File: src/rtl/bubble_sort_engine_if.sv
// Host-side bus of the bubble sort engine.
// Groups the control, array-access and status signals of bubble_sort_engine.
//   master : host view (drives start/config/write/read address, observes status)
//   slave  : engine view
// Signals:
//   start, descend, signed_cmp, len   sort request and its configuration
//   wr_en, wr_addr, wr_data           host array write port
//   rd_addr, rd_data                  host array read port (combinational)
//   busy, done, swap_count, pass_count status of the last or current sort
interface bubble_sort_engine_if #(
    parameter int unsigned WIDTH = 32,
    parameter int unsigned AW    = 5,
    parameter int unsigned CNT_W = 16
);
    logic             start;
    logic             descend;
    logic             signed_cmp;
    logic [AW:0]      len;
    logic             wr_en;
    logic [AW-1:0]    wr_addr;
    logic [WIDTH-1:0] wr_data;
    logic [AW-1:0]    rd_addr;
    logic [WIDTH-1:0] rd_data;
    logic             busy;
    logic             done;
    logic [CNT_W-1:0] swap_count;
    logic [AW:0]      pass_count;

    modport master (
        output start, descend, signed_cmp, len, wr_en, wr_addr, wr_data, rd_addr,
        input  rd_data, busy, done, swap_count, pass_count
    );

    modport slave (
        input  start, descend, signed_cmp, len, wr_en, wr_addr, wr_data, rd_addr,
        output rd_data, busy, done, swap_count, pass_count
    );
endinterface

File: src/rtl/bubble_sort_engine.sv
// In-place bubble sort accelerator over a local DEPTH x WIDTH array.
// The host loads/reads the array through the bus; a start pulse sorts the first
// len entries ascending or descending, signed or unsigned, stopping early after
// a pass with no swaps.
// Ports:
//   clk    rising-edge clock
//   rst_n  asynchronous active-low reset (array contents are not reset)
//   bus    bubble_sort_engine_if slave modport (config, array access, status)
module bubble_sort_engine #(
    parameter int unsigned WIDTH = 32,
    parameter int unsigned DEPTH = 32,
    parameter int unsigned AW    = 5,
    parameter int unsigned CNT_W = 16
) (
    input logic                 clk,
    input logic                 rst_n,
    bubble_sort_engine_if.slave bus
);

    localparam logic [1:0] StIdle = 2'd0;
    localparam logic [1:0] StCmp  = 2'd1;
    localparam logic [1:0] StSwap = 2'd2;
    localparam logic [1:0] StDone = 2'd3;

    logic [WIDTH-1:0] mem [DEPTH];

    logic [1:0]       state_q, state_d;
    logic [AW-1:0]    idx_q, idx_d;
    logic [AW:0]      limit_q, limit_d;
    logic             swapped_q, swapped_d;
    logic             descend_q, descend_d;
    logic             signed_q, signed_d;
    logic [CNT_W-1:0] swap_count_q, swap_count_d;
    logic [AW:0]      pass_count_q, pass_count_d;

    logic             busy;
    logic [AW-1:0]    idx_p1;
    logic [AW:0]      idx_p1_ext;
    logic [AW:0]      len_eff;
    logic [WIDTH-1:0] a, b;
    logic             a_gt_b, a_lt_b, out_of_order;
    logic             advance, swapped_now;

    assign busy       = (state_q == StCmp) || (state_q == StSwap);
    assign idx_p1     = idx_q + AW'(1);
    assign idx_p1_ext = {1'b0, idx_q} + (AW+1)'(1);
    assign len_eff    = (bus.len > (AW+1)'(DEPTH)) ? (AW+1)'(DEPTH) : bus.len;

    // The pair under test stays stable across CMP and SWAP, so SWAP reuses it.
    assign a = mem[idx_q];
    assign b = mem[idx_p1];

    assign a_gt_b = signed_q ? ($signed(a) > $signed(b)) : (a > b);
    assign a_lt_b = signed_q ? ($signed(a) < $signed(b)) : (a < b);
    // Strict compare: equal elements never swap, which keeps the sort stable.
    assign out_of_order = descend_q ? a_lt_b : a_gt_b;

    // Swap writes and host writes never collide: host writes need busy = 0.
    always_ff @(posedge clk) begin
        if (state_q == StSwap) begin
            mem[idx_q]  <= b;
            mem[idx_p1] <= a;
        end else if (bus.wr_en && !busy) begin
            mem[bus.wr_addr] <= bus.wr_data;
        end
    end

    always_comb begin
        state_d      = state_q;
        idx_d        = idx_q;
        limit_d      = limit_q;
        swapped_d    = swapped_q;
        descend_d    = descend_q;
        signed_d     = signed_q;
        swap_count_d = swap_count_q;
        pass_count_d = pass_count_q;
        advance      = 1'b0;
        // A swap in this cycle counts towards the end-of-pass decision.
        swapped_now  = swapped_q || (state_q == StSwap);

        case (state_q)
            StIdle: begin
                if (bus.start) begin
                    descend_d    = bus.descend;
                    signed_d     = bus.signed_cmp;
                    swap_count_d = '0;
                    pass_count_d = '0;
                    if (len_eff < (AW+1)'(2)) begin
                        state_d = StDone;
                    end else begin
                        idx_d     = '0;
                        limit_d   = len_eff - (AW+1)'(1);
                        swapped_d = 1'b0;
                        state_d   = StCmp;
                    end
                end
            end
            StCmp: begin
                if (out_of_order) begin
                    state_d = StSwap;
                end else begin
                    advance = 1'b1;
                end
            end
            StSwap: begin
                swapped_d = 1'b1;
                if (swap_count_q != {CNT_W{1'b1}}) begin
                    swap_count_d = swap_count_q + CNT_W'(1);
                end
                advance = 1'b1;
            end
            default: begin
                state_d = StIdle;
            end
        endcase

        if (advance) begin
            if (idx_p1_ext < limit_q) begin
                idx_d   = idx_p1;
                state_d = StCmp;
            end else begin
                pass_count_d = pass_count_q + (AW+1)'(1);
                if (!swapped_now || (limit_q == (AW+1)'(1))) begin
                    state_d = StDone;
                end else begin
                    limit_d   = limit_q - (AW+1)'(1);
                    idx_d     = '0;
                    swapped_d = 1'b0;
                    state_d   = StCmp;
                end
            end
        end
    end

    always_ff @(posedge clk or negedge rst_n) begin
        if (!rst_n) begin
            state_q      <= StIdle;
            idx_q        <= '0;
            limit_q      <= '0;
            swapped_q    <= 1'b0;
            descend_q    <= 1'b0;
            signed_q     <= 1'b0;
            swap_count_q <= '0;
            pass_count_q <= '0;
        end else begin
            state_q      <= state_d;
            idx_q        <= idx_d;
            limit_q      <= limit_d;
            swapped_q    <= swapped_d;
            descend_q    <= descend_d;
            signed_q     <= signed_d;
            swap_count_q <= swap_count_d;
            pass_count_q <= pass_count_d;
        end
    end

    assign bus.rd_data    = mem[bus.rd_addr];
    assign bus.busy       = busy;
    assign bus.done       = (state_q == StDone);
    assign bus.swap_count = swap_count_q;
    assign bus.pass_count = pass_count_q;

endmodule

File: src/flat_wrapper.sv
// flat-port wrapper written by rule: the top's interface ports become plain ports
module bubble_sort_engine_flat 
#(
    parameter int unsigned WIDTH = 32,
    parameter int unsigned DEPTH = 32,
    parameter int unsigned AW    = 5,
    parameter int unsigned CNT_W = 16
)
  (clk, rst_n, bus_start, bus_descend, bus_signed_cmp, bus_len, bus_wr_en, bus_wr_addr, bus_wr_data, bus_rd_addr, bus_rd_data, bus_busy, bus_done, bus_swap_count, bus_pass_count);
  bubble_sort_engine_if #(.WIDTH(WIDTH), .AW(AW), .CNT_W(CNT_W)) bus_i ();
  input logic clk;
  input logic rst_n;
  input wire logic [$bits(bus_i.start)-1:0] bus_start;
  input wire logic [$bits(bus_i.descend)-1:0] bus_descend;
  input wire logic [$bits(bus_i.signed_cmp)-1:0] bus_signed_cmp;
  input wire logic [$bits(bus_i.len)-1:0] bus_len;
  input wire logic [$bits(bus_i.wr_en)-1:0] bus_wr_en;
  input wire logic [$bits(bus_i.wr_addr)-1:0] bus_wr_addr;
  input wire logic [$bits(bus_i.wr_data)-1:0] bus_wr_data;
  input wire logic [$bits(bus_i.rd_addr)-1:0] bus_rd_addr;
  output wire logic [$bits(bus_i.rd_data)-1:0] bus_rd_data;
  output wire logic [$bits(bus_i.busy)-1:0] bus_busy;
  output wire logic [$bits(bus_i.done)-1:0] bus_done;
  output wire logic [$bits(bus_i.swap_count)-1:0] bus_swap_count;
  output wire logic [$bits(bus_i.pass_count)-1:0] bus_pass_count;
  assign bus_i.start = bus_start;
  assign bus_i.descend = bus_descend;
  assign bus_i.signed_cmp = bus_signed_cmp;
  assign bus_i.len = bus_len;
  assign bus_i.wr_en = bus_wr_en;
  assign bus_i.wr_addr = bus_wr_addr;
  assign bus_i.wr_data = bus_wr_data;
  assign bus_i.rd_addr = bus_rd_addr;
  assign bus_rd_data = bus_i.rd_data;
  assign bus_busy = bus_i.busy;
  assign bus_done = bus_i.done;
  assign bus_swap_count = bus_i.swap_count;
  assign bus_pass_count = bus_i.pass_count;
  bubble_sort_engine #(.WIDTH(WIDTH), .DEPTH(DEPTH), .AW(AW), .CNT_W(CNT_W)) u_core (.clk(clk), .rst_n(rst_n), .bus(bus_i));
endmodule
File: config.mk
export PLATFORM = sky130hd
export DESIGN_NAME = bubble_sort_engine_flat
export DESIGN_NICKNAME = d
export VERILOG_FILES = /design/src/rtl/bubble_sort_engine_if.sv /design/src/rtl/bubble_sort_engine.sv /design/src/flat_wrapper.sv
export SDC_FILE = /design/constraint.sdc
export NUM_CORES = 2
export LEC_CHECK = 0
export BUFFER_PORTS_ARGS = -buffer_cell sky130_fd_sc_hd__buf_2
export CAP_MARGIN = 5
export CORE_MARGIN = 5
export CORE_UTILIZATION = 70
export DETAILED_ROUTE_END_ITERATION = 10
export PLACE_DENSITY_LB_ADDON = 0.25
export RECOVER_POWER = 25
export SYNTH_ARGS = -nofsm -noshare
export SYNTH_HDL_FRONTEND = slang
export SYNTH_SLANG_ARGS = --single-unit
File: constraint.sdc
create_clock -name clk -period 13.95 [get_ports clk]
set_input_delay 0 -clock clk [delete_from_list [all_inputs] [get_ports clk]]
set_output_delay 0 -clock clk [all_outputs]
set_load 0.03 [all_outputs]
* Yosys cells after proc, flatten, opt, wreduce, memory -nomap -nowiden
Memory sizes are Yosys's and may differ from the RTL's.
Index checks and enable logic that the tools add are counted.
** Cells by class
- Reductions and logical operators :: 12
- $lt $le $gt $ge :: 7
- $add $sub $neg :: 6
- Equality and inequality tests :: 10
- Mux-type cells :: 46
** Operators with widths (count)
- 6-bit 2-to-1 mux :: 11
- 32-bit > comparator :: 2
- 32-bit less-than comparator :: 2
- 5-bit 2-to-1 mux :: 7
- 16-bit 2-to-1 mux :: 2
- 32-bit 2-to-1 mux :: 1
- 16-bit case mux with 2 select lines :: 1
- 32-bit OR reduction :: 1
- 16-bit by 1-bit adder with 16-bit output, second input constant :: 1
- 16-bit != test, second input constant :: 1
- 1-bit 2-to-1 mux :: 15
- 2-bit 2-to-1 mux :: 6
- 6-bit by 1-bit subtractor with 6-bit output, second input constant :: 2
- 5-bit by 1-bit adder with 6-bit output, second input constant :: 1
- 6-bit by 1-bit adder with 6-bit output, second input constant :: 1
- 6-bit by 1-bit == test with 1-bit output, second input constant :: 1
- 6-bit > comparator, second input constant :: 1
- 6-bit by 2-bit less-than comparator with 1-bit output, second input constant :: 1
- 6-bit less-than comparator :: 1
- 2-bit case mux with 3 select lines :: 1
- 3-bit AND reduction :: 2
- 5-bit by 1-bit adder with 5-bit output, second input constant :: 1
- 2-bit == test, second input constant :: 2
- 2-bit != test, second input constant :: 2
- other kinds (11) :: 15
** Storage, ports and cells
- Logic and storage cells :: 90
- Bits in registers :: 38
- Memories kept :: 1
- Memory bits (writable) :: 1024
** Memories
- u_core.mem :: depth 32, width 32, rd ports 3, clocked after Yosys merged registers in 0, write ports 2, RTL line bubble_sort_engine.sv:25 : logic [WIDTH-1:0] mem [DEPTH];

* Longest topological paths before layout
- Word-level depth :: 9
- Depth in mapped cells :: 25
- Depth with buffers taken out :: 17

* Least setup slack after synthesis
OpenSTA, ideal clock, no wires.
- Path kind :: register -> register
- From :: register u_core.idx_q[0]
- To :: register u_core.state_q[1]
- Cell stages (with the launch flop) :: 24
- Setup slack :: 8.027 ns
- Clock period less this slack :: 5.923 ns
- Data required time :: 13.824 ns
- Path buffers :: 8
- Arrival :: 5.797 ns
- Cells stage by stage :: dfrtp_1 > buf_6 > buf_6 > buf_4 > buf_4 > clkbuf_1 > inv_1 > ha_1 > clkbuf_1 > clkbuf_1 > clkbuf_1 > mux4_2 > mux4_2 > mux2i_1 > ha_1 > nand4_1 > nor4_1 > a21boi_0 > or3_1 > a211oi_1 > o21ai_0 > o21ai_2 > mux2_2 > a221o_1
** On the way
- Cells in the longest elaborated chain, start to end :: 9
** RTL lines
- start: declaration :: RTL line bubble_sort_engine.sv:28 : logic [AW-1:0] idx_q, idx_d;
- start signal: assignment :: RTL line bubble_sort_engine.sv:147 : idx_q <= idx_d;
- 5-bit by 1-bit adder with 5-bit output :: RTL line bubble_sort_engine.sv:45 : assign idx_p1 = idx_q + AW'(1);
- memory 32 x 32 bit
- 32-bit > comparator or 32-bit less-than comparator (tied branches) :: RTL line bubble_sort_engine.sv:53, bubble_sort_engine.sv:54
- 1-bit 2-to-1 mux, on equally long branches :: RTL line bubble_sort_engine.sv:53, bubble_sort_engine.sv:54
- 1-bit 2-to-1 mux :: RTL line bubble_sort_engine.sv:56 : assign out_of_order = descend_q ? a_lt_b : a_gt_b;
- 1-bit 2-to-1 mux :: RTL line bubble_sort_engine.sv:99 : if (out_of_order) begin
- 1-bit case mux with 2 select lines :: RTL line bubble_sort_engine.sv:81 : case (state_q)
- 3-bit by 1-bit != test with 1-bit output (no source line), or another cell as far along
- 3-bit AND reduction (no source line)
- end signal: assignment :: RTL line bubble_sort_engine.sv:137 : state_q <= StIdle;
- end signal: assignment :: RTL line bubble_sort_engine.sv:146 : state_q <= state_d;
- end: declaration :: RTL line bubble_sort_engine.sv:27 : logic [1:0] state_q, state_d;
Several ways; a longest one is shown, not always the timed one.
A chain may end at the register's enable or synchronous reset.

* Worst setup path in the final report
- From :: input bus_rd_addr[1]
- To :: output bus_rd_data[17]
** On the way
- Cells in the longest elaborated chain, start to end :: 1
** RTL lines
- start: declaration :: RTL line flat_wrapper.sv:20 : input wire logic [$bits(bus_i.rd_addr)-1:0] bus_rd_addr;
- memory 32 x 32 bit
- end: declaration :: RTL line flat_wrapper.sv:21 : output wire logic [$bits(bus_i.rd_data)-1:0] bus_rd_data;
No other way between the ends.

==> results.toml <==
[finish]
nFillCells = 6043
drive_above_1_share_pct = 29.7
fin_cells = 6023
area_delta_synth_final_pct = 7.36
fin_nets = 4657

[routing]
drc_errors = 0
viasPerCell = 8.59
drtIter0Drc = 10082
wl_per_cell_um = 42.0
ant_nets = 0
routed_wl_um = 253000
first_pass_iters = 6
vias = 51767

[logic_synthesis]
synth_most_common_cell = "mux2i_1"
synthTopCellsByArea = "edfxtp_1, mux4_2, mux2i_1"
ys_warn_count = 0
synthAdderAreaFrac_pct = 0.892
ys.flop_type = "edfxtp_1"
synthCells = 4701
synth_area_um2 = 71600
synthMuxAreaShare_pct = 43.3
synth-edff-count = 1024
synth_cell_types = 64
synth_xor_area_share_pct = 0.121
yosysTopAreaCellShare_pct = 43.0
ys_seq_elements = 1062
yosys.area_share.simple_pct = 1.92
syn_avg_cell_area_um2 = 15.2
seq_area_frac_synth_pct = 44.3
synthArstFlopShare_pct = 3.58
yosys-top-cells-count = "mux2i_1, edfxtp_1, mux4_2, buf_2, clkbuf_1"
synth_top_family_by_area = "multiplexers"
synth-compound-area-share_pct = 4.70
yosysTopAreaCell = "edfxtp_1"
syn_nets = 4806

[power]
power.switching_mw = 7.34
pwr-share-comb_pct = 53.2
leakage_nw = 22.4
ir_worst_vdd_uv = 239
p_seq_share_pct = 28.3
pwr-share-clk_pct = 18.4
power_density_nw_per_um2 = 234
internal_power_mw = 10.7
total_power_mw = 18.0
switching_share_pct = 40.8

[floorplan]
io_pins = 110
fp.dieW_um = 330
dieArea_um2 = 109000
row_count = 117
die_h_um = 330
core-area_um2 = 102000
start_util_pct = 70.4

[placed_design]
dp.cells = 5765
hpwl_um = 137000
routabilityCongestion = 0.907
port_buffers = 109

[cts]
htreeDepth = 3
cts_tree = "done"
cts-root-buf = "clkbuf_16"
clkTransAtPathRegs_ps = 70
postCtsSetupBuffers = 0
cts_sinks = 1062
insertion_delay_ps = 740
cts_buffer_depth = 3
cts_made_buffers = 114

[run_status]
violations = "max-capacitance violations, max-slew violations"
status = "complete, but fails checks"

[worst_setup_path]
cp-end-kind = "primary output"
startpoint_type = "primary input"
critPathKind = "in2out"
slowest_delay_ps = 3630
ff2ff_path_depth = 10
crit_buf_inv = 4
crit_start = "bus_rd_addr[1]"
reg2reg_setup_slack_ps = 3350
cp.required_ps = 13950
endpoint = "bus_rd_data[17]"
crit_chain = "clkbuf_1 -> clkbuf_1 -> clkbuf_2 -> mux4_2 -> mux4_2 -> mux2_1 -> buf_2"
crit_arrival_ps = 10600
cp_slowest_cell = "clkbuf_1"
critical_path_depth = 7
worstReg2RegStart = "u_core.state_q[0]$_DFFE_PN0P_"
cp_top_family = "buffers and inverters"
path_max_fanout = 51
reg2reg_to = "u_core.mem[4][7]$_DFFE_PP_"

[run]
cap_violations = 36

[global_route]
grt_use_met2_pct = 65.1
grtUsageTotal_pct = 46.3
grt_max_degree = 155
use_met3_pct = 21.8
busiest_layer = "met2"
antenna_found_initial = 5
grt_pass1_vias = 50435
grt.met1_usage_pct = 57.8
grt_pass1_wl_um = 357000
grt-ovfl-total = 0

[timing]
clock_skew_ps = 47.2
tightest_slew_ps = 5280
slew_headroom_pct = -252
final.setup.tns_ps = 0
fmax_ghz = 0.0943
min_period_ps = 10600
finalCritPeriodShare_pct = 76.0
hold_violations = 0
finalSetupViolCount = 0
slew_violations = 983
rsz0062_at_grt = "no"

[min_path]
hold_path.class = "in2reg"
min-delay-start = "bus_wr_data[2]"
==> power by group through the flow <==
stage | Sequential, mW | Combinational (mW) | Clock [mW]
2_1_floorplan | 5.02 | 7.39 | 0
3_5_place_dp | 5.13 | 9.09 | 0
3_3_place_gp | 5.11 | 8.75 | 0
6_report | 5.10 | 9.58 | 3.31
4_1_cts | 5.07 | 9.23 | 3.29
5_1_grt | 5.12 | 10.1 | 3.43
==> worst min path at each step <==
stage               cells after the start  slack, ps                                     to
CTS                                     3        0.8            u_core.mem[4][26]$_DFFE_PP_
global placement                        1        140  u_core.bus.swap_count[10]$_DFFE_PN0P_
global route                            4         60            u_core.mem[17][3]$_DFFE_PP_
floorplan                               0       -300     u_core.bus.pass_count[0]$_DFF_PN0_
detailed placement                      1        150  u_core.bus.swap_count[10]$_DFFE_PN0P_
finish                                  4         10            u_core.mem[28][2]$_DFFE_PP_
==> flip-flops by register name, summed over array words and instances, names as in the netlist <==
signal and flops:
u_core.state_q 2, u_core.swapped_q 1, u_core.idx_q 5, u_core.bus.swap_count 16, u_core.bus.pass_count 6, u_core.signed_q 1
u_core.descend_q 1, u_core.limit_q 6, u_core.mem 1024
==> logic make-up after synthesis <==
family | after synthesis
and+or+nand+nor | 303
buffers and inverters | 629
AOI/OAI and AO/OA | 525
muxes | 2122
xor gates and xnor gates | 9
adders and majority gates | 51
DFF | 1062
==> layer usage <==
metal / vias up / share of wire [%]
li1: 19110 / -
met1: 25446 / 30
met2: 5716 / 42
met3: 1487 / 19
met4: 8 / 8.9
met5: - / 0.026
==> layout make-up <==
| cell class | instances | area (µm²) | area share [%] |
|---|---|---|---|
| Timing Repair Buffer | 311 | 2120 | 2.76 |
| Sequential cell | 1062 | 31700 | 41.3 |
| Multi-Input combinational cell | 3010 | 37000 | 48.2 |
| Clock inverter | 80 | 1030 | 1.34 |
| Tap cell | 1368 | 1710 | 2.23 |
| Clock buffer | 138 | 3010 | 3.91 |
| Antenna cell | 1 | 2.50 | 0.00326 |
| Inverter | 53 | 205 | 0.267 |
==> what timing repair did <==
action / 4_1_cts / 5_1_grt
hold buffers: 27 / 6
setup endpoints to repair: 0 / 0
resized for setup: 0 / 0
endpoints found under the hold margin: 368 / 39
==> tightest hold or removal path: cells and delay by family <==
kind / cells / cell delay, ps
muxes: 1 / 150
buffers and inverters: 2 / 390
AOI/OAI and AO/OA: 1 / 80
==> cell usage in the layout (no fill, tap or decap), types with 15 or more instances in the layout <==
cell              n
buf_2            64
dlygate4sd3_1    32
a21oi_1         121
o21ai_0          97
nor2_1           26
a211oi_1         37
bufinv_16        23
nor2_4           33
clkbuf_1         86
clkinv_2         24
o22ai_4          17
clkinv_1         18
a21oi_2          32
mux4_2          768
dfrtp_1          34
ha_1             51
o21ai_2          23
nand2_1         151
mux2i_1        1252
clkbuf_16       116
mux2_2           89
inv_1            50
o22ai_1          80
nand3_1          15
edfxtp_1       1024
buf_4           135
o221ai_1         64
==> through the flow <==
stage	setup WS [ps]	area [µm²]	util (%)	hold WS, ps
2_1_floorplan	8030	71600	-	-296
3_3_place_gp	5750	72800	71.6	144
3_5_place_dp	5520	72800	71.6	153
4_1_cts	5250	77100	75.9	0.813
5_1_grt	2400	76800	75.6	59.8
6_report	3350	76800	75.6	14.9
Note: power is estimated with default switching activity, not from simulation.
